## src/rtl/shift_arbiter.sv

```systemverilog
// Round-robin arbiter sharing one combinational 16-bit Shifter between two requesters.
// Optional SHIFT_ARB_ZERO_BYPASS_EN: val==0 legal requests skip the Shifter and respond one cycle early.
module shift_arbiter #(
   parameter int DATA_W = 16,
   parameter int VAL_W  = 4
) (
   input  logic              clk,
   input  logic              rst,
   input  logic [1:0]        req_valid,
   output logic [1:0]        req_ready,
   input  logic [DATA_W-1:0] req0_data,
   input  logic [VAL_W-1:0]  req0_val,
   input  logic [1:0]        req0_mode,
   input  logic [DATA_W-1:0] req1_data,
   input  logic [VAL_W-1:0]  req1_val,
   input  logic [1:0]        req1_mode,
   output logic [1:0]        rsp_valid,
   input  logic [1:0]        rsp_ready,
   output logic [DATA_W-1:0] rsp_data,
   output logic              rsp_err,
   output logic [DATA_W-1:0] shift_in,
   output logic [VAL_W-1:0]  shift_val,
   output logic [1:0]        shift_mode,
   input  logic [DATA_W-1:0] shift_out
);

   typedef enum logic [1:0] {S_IDLE, S_ISSUE, S_RESP} state_t;

   state_t            r_state;
   logic              r_rr_ptr;
   logic              r_gid;
   logic [1:0]        r_rsp_valid;
   logic [DATA_W-1:0] r_rsp_data;
   logic              r_rsp_err;
   logic [DATA_W-1:0] r_shift_in;
   logic [VAL_W-1:0]  r_shift_val;
   logic [1:0]        r_shift_mode;

   logic              w_gnt_vld;
   logic              w_gnt_id;
   logic              w_bypass;
   logic [DATA_W-1:0] w_sel_data;
   logic [VAL_W-1:0]  w_sel_val;
   logic [1:0]        w_sel_mode;

   // A lone requester wins outright; a tie goes to the round-robin pointer.
   assign w_gnt_vld  = (r_state == S_IDLE) && (|req_valid) && !rst;
   assign w_gnt_id   = (req_valid == 2'b11) ? r_rr_ptr : req_valid[1];
   assign req_ready  = w_gnt_vld ? {w_gnt_id, ~w_gnt_id} : 2'b00;

   assign w_sel_data = w_gnt_id ? req1_data : req0_data;
   assign w_sel_val  = w_gnt_id ? req1_val  : req0_val;
   assign w_sel_mode = w_gnt_id ? req1_mode : req0_mode;

`ifdef SHIFT_ARB_ZERO_BYPASS_EN
   assign w_bypass = (w_sel_val == '0) && (w_sel_mode != 2'b11);
`else
   assign w_bypass = 1'b0;
`endif

   assign rsp_valid  = r_rsp_valid;
   assign rsp_data   = r_rsp_data;
   assign rsp_err    = r_rsp_err;
   assign shift_in   = r_shift_in;
   assign shift_val  = r_shift_val;
   assign shift_mode = r_shift_mode;

   always_ff @(posedge clk) begin
      if (rst) begin
         r_state      <= S_IDLE;
         r_rr_ptr     <= 1'b0;
         r_gid        <= 1'b0;
         r_rsp_valid  <= 2'b00;
         r_rsp_data   <= '0;
         r_rsp_err    <= 1'b0;
         r_shift_in   <= '0;
         r_shift_val  <= '0;
         r_shift_mode <= 2'b00;
      end else begin
         case (r_state)
            S_IDLE: begin
               if (w_gnt_vld) begin
                  r_gid    <= w_gnt_id;
                  r_rr_ptr <= ~w_gnt_id;
                  if (w_bypass) begin
                     r_rsp_data  <= w_sel_data;
                     r_rsp_err   <= 1'b0;
                     r_rsp_valid <= {w_gnt_id, ~w_gnt_id};
                     r_state     <= S_RESP;
                  end else begin
                     // Shifter registers double as the latched operands.
                     r_shift_in   <= w_sel_data;
                     r_shift_val  <= w_sel_val;
                     r_shift_mode <= w_sel_mode;
                     r_state      <= S_ISSUE;
                  end
               end
            end
            S_ISSUE: begin
               if (r_shift_mode == 2'b11) begin
                  r_rsp_data <= r_shift_in;
                  r_rsp_err  <= 1'b1;
               end else begin
                  r_rsp_data <= shift_out;
                  r_rsp_err  <= 1'b0;
               end
               r_rsp_valid <= {r_gid, ~r_gid};
               r_state     <= S_RESP;
            end
            S_RESP: begin
               if (rsp_ready[r_gid]) begin
                  r_rsp_valid <= 2'b00;
                  r_rsp_err   <= 1'b0;
                  r_state     <= S_IDLE;
               end
            end
            default: r_state <= S_IDLE;
         endcase
      end
   end

endmodule

```

## config.mk

```make
export PLATFORM = sky130hd
export DESIGN_NAME = shift_arbiter
export DESIGN_NICKNAME = d
export VERILOG_FILES = /design/src/rtl/shift_arbiter.sv
export SDC_FILE = /design/constraint.sdc
export NUM_CORES = 1
export LEC_CHECK = 0
export ABC_AREA = 1
export BUFFER_PORTS_ARGS = -buffer_cell sky130_fd_sc_hd__buf_2
export CORE_UTILIZATION = 44
export DETAILED_ROUTE_END_ITERATION = 8
export PLACE_DENSITY_LB_ADDON = 0.1
export SYNTH_ARGS = -nofsm -noshare
export SYNTH_HDL_FRONTEND = slang
export SYNTH_SLANG_ARGS = --single-unit
```

## constraint.sdc

```tcl
create_clock -name clk -period 1.55 [get_ports clk]
set_input_delay 0.31 -clock clk [delete_from_list [all_inputs] [get_ports clk]]
set_output_delay 0.31 -clock clk [all_outputs]
set_load 0.02 [all_outputs]
```

==> metrics.cfg <==
[outcome]
outcome = finished, final reports clean

[synth]
count_of_state_elements_after_synthesis = 45
synth.yosys.warnings = 0
area_of_the_mapped_netlist_um2 = 2030
netlist.top_cell.by_area = sky130_fd_sc_hd__dfxtp_1
synth-async-reset-ratio_pct = 0
ys_top_cells_by_count = sky130_fd_sc_hd__nand2_1, sky130_fd_sc_hd__a21oi_1, sky130_fd_sc_hd__dfxtp_1
seq_area_frac_synth_pct = 44.4
synthFlopType = sky130_fd_sc_hd__dfxtp_1
synth_edf_count = 0
yosys-top-cells-area = sky130_fd_sc_hd__dfxtp_1, sky130_fd_sc_hd__nand2_1, sky130_fd_sc_hd__a21oi_1
synthesis.area_per_instance_um2 = 6.75
synthesis.nets = 367
netlist.area_leader.share_pct = 44.4
synth_most_common_cell = sky130_fd_sc_hd__nand2_1
netlist_instances = 301
synth_cell_type_count = 16

[worst_hold_path]
worstHoldPathCells = 3
timing.hold.worst.start = shift_out[13]
holdCritPathClass = in -> reg
hold_end = rsp_data[13]$_SDFFE_PP0P_

[global_routing]
grt_busiest_layer = met2
grt_usage_pct = 23.0
global_route.overflow_total = 0
grtUsageMet1_pct = 31.7
grt_pass1_vias = 1969
number_of_antenna_violations_at_the_first_check_in_global_routing = 0
grt_first_pass_wirelength_um = 9080
grt_util_met2_pct = 34.7
global_route.usage.met3_pct = 6.93
grt_max_degree = 24

[drt]
vias_per_cell = 4.97
drt_pass1_iterations = 4
drc = 0
ant_nets = 0
detail_route.iter0.violations = 142
routed_wl_um = 5480
vias = 2277
wire_length_per_cell_after_detailed_routing_um = 12.0

[timing]
transition_time_at_the_pin_with_the_least_slew_margin_ns = 0.645
timing.setup.tns_ns = 0
timing.final.hold_violations = 0
grt_setup_unrepaired = yes
whs_ns = 0.284
max_clock_freq_mhz = 676
slew_limit_fails = 0
finalClockSkew_ns = 0.00438
max_slew_margin_pct = 56.9
setup_viol = 0
final.min_clock_period_ns = 1.48
period_share_pct = 95.4

[cts]
postCtsHoldBufs = 0
clock_tree.root_cell = sky130_fd_sc_hd__clkbuf_8
htree_levels = 2
worst_setup_hold_path_clk_slew_ns = 0.08
inserted_clock_buffers = 5
tritoncts = done
clock_insertion_delay_worst_skew_ns = 0.29
clock_sink_count = 45
max-clock-path-buffers = 2

[critical_path]
crit_path_max_fanout = 3
worst_r2r_path_depth = 5
critPathRequiredTime_ns = 1.24
worst_setup_path_end_kind = output port
cp_data_arrival_time_ns = 1.17
crit_type = reg -> out
worstPathCellList = inv_2 -> nand2_4 -> nor2_4 -> nand2_2 -> nor2_4 -> buf_6
timing.reg2reg.setup_slack_ns = 0.29
start_kind = register
cp_slowest_stage_delay_ns = 0.32
crit-reg2reg-capture = rsp_err$_SDFFE_PP0P_
r2r_start = r_state[0]$_SDFFE_PP0P_
critPathSlowestCell = sky130_fd_sc_hd__dfxtp_1
critical-path-top-cell-by-count = sky130_fd_sc_hd__nor2_4

[layout]
antennaDiodeCount = 0
finish.net_count = 472
syn_to_final_growth_pct = 34.9
drive_above_1_share_pct = 33.7
finalInstanceArea_um2 = 2740

[die]
io-pin-count = 109
die_x_um = 69.9
die-area_um2 = 4890
core_area_um2 = 4380
std_cell_rows = 24
initial_utilization_pct = 46.3
die_y_um = 69.9

[run]
max_cap_viol_count = 0

[placement]
post-dp-hpwl_um = 3880
buffer_ports.inserted = 108
place.gp.congestion = 0.768
dpl-instance-area_um2 = 2610

[pwr]
p_total_mw = 2.70
leakagePower_nw = 1.37
vdd_drop_max_mv = 0.489
power_per_cell_area_nw_per_um2 = 986

stage by stage:
| stage | setup WS [ns] | cells | util, % |
|---|---|---|---|
| floorplan | 0.132 | 301 | - |
| global placement | 0.219 | 451 | 59.5 |
| detailed placement | 0.172 | 451 | 59.5 |
| CTS | 0.0000958 | 458 | 62.1 |
| global route | -0.0120 | 458 | 62.5 |
| finish | 0.0716 | 458 | 62.5 |
cell type report:
| type | count | area, um2 |
|---|---|---|
| Timing Repair Buffer | 118 | 628 |
| Tap cell | 52 | 65.1 |
| Fill cell | 437 | 1650 |
| Multi-Input combinational cell | 227 | 1020 |
| Inverter | 9 | 33.8 |
| Clock buffer | 7 | 86.3 |
| Sequential cell | 45 | 903 |
per-layer routing:
layer,routed length (um),part of all wire (%)
met5,0,0
met4,29,0.53
met3,334,6.1
met2,2470,45
met1,2650,48
registers in the layout, indices dropped and copies added (netlist names), 2 cells and up:
| register | count |
|---|---|
| rsp_data | 16 |
| shift_in | 16 |
| shift_val | 4 |
| r_state | 2 |
| rsp_valid | 2 |
| shift_mode | 2 |
cells in the final DEF, fill, tap and decap left out:
master	Yosys	final
sky130_fd_sc_hd__nand3_1	24	24
sky130_fd_sc_hd__o21ai_0	20	20
sky130_fd_sc_hd__buf_2	8	106
sky130_fd_sc_hd__nand2_2	0	2
sky130_fd_sc_hd__inv_2	1	4
sky130_fd_sc_hd__nand2_1	117	114
sky130_fd_sc_hd__clkinv_1	1	1
sky130_fd_sc_hd__dfxtp_1	45	43
sky130_fd_sc_hd__nor3_4	1	1
sky130_fd_sc_hd__dfxtp_2	0	2
sky130_fd_sc_hd__nor2_2	1	1
sky130_fd_sc_hd__buf_4	4	10
sky130_fd_sc_hd__nor2_1	6	4
sky130_fd_sc_hd__inv_1	7	4
sky130_fd_sc_hd__a21oi_1	58	58
sky130_fd_sc_hd__nor2_4	0	2
sky130_fd_sc_hd__buf_6	0	2
sky130_fd_sc_hd__clkbuf_8	0	6
sky130_fd_sc_hd__clkbuf_1	6	1
sky130_fd_sc_hd__nand2_4	0	1
worst max-delay path: cells and delay by family (launching register included):
kind	cells	cell delay, ns
buffers and inverters	2	0.21
and+or+nand+nor	4	0.35
DFF	1	0.32
power breakdown:
group	internal, mW	total (mW)	switching (mW)
clock network	0.354	0.720	0.366
registers	1.26	1.32	0.0602
logic	0.251	0.664	0.412
total	1.86	2.70	0.839
repair_timing:
item                       in CTS  in global routing
setup endpoints to repair       1                  2
resized for setup               9                  9
buffers inserted                0                  0
pin swaps                       4                  4
kinds of logic (layout without fill, tap and decap cells):
kind of cell / after synthesis / count (layout) / share of synthesized area (%)
buffers and inverters: 29 / 134 / 6.65
AOI/OAI and AO/OA: 78 / 78 / 19.2
DFF: 45 / 45 / 44.4
and+or+nand+nor: 149 / 149 / 29.8
how the worst max path moves through the flow:
stage                       startpoint      endpoint  slack (ns)  depth (start not counted)
6_report       r_state[1]$_SDFFE_PP0P_  req_ready[0]        0.07                          6
5_1_grt        r_state[0]$_SDFFE_PP0P_  req_ready[0]       -0.01                          6
4_1_cts          r_rr_ptr$_SDFFE_PP0P_  req_ready[1]      0.0001                          7
3_5_place_dp              req_valid[1]  req_ready[0]        0.17                          6
3_3_place_gp              req_valid[1]  req_ready[0]        0.22                          6
2_1_floorplan    r_rr_ptr$_SDFFE_PP0P_  req_ready[0]        0.13                          6
Power figures use the tool's default switching activity.
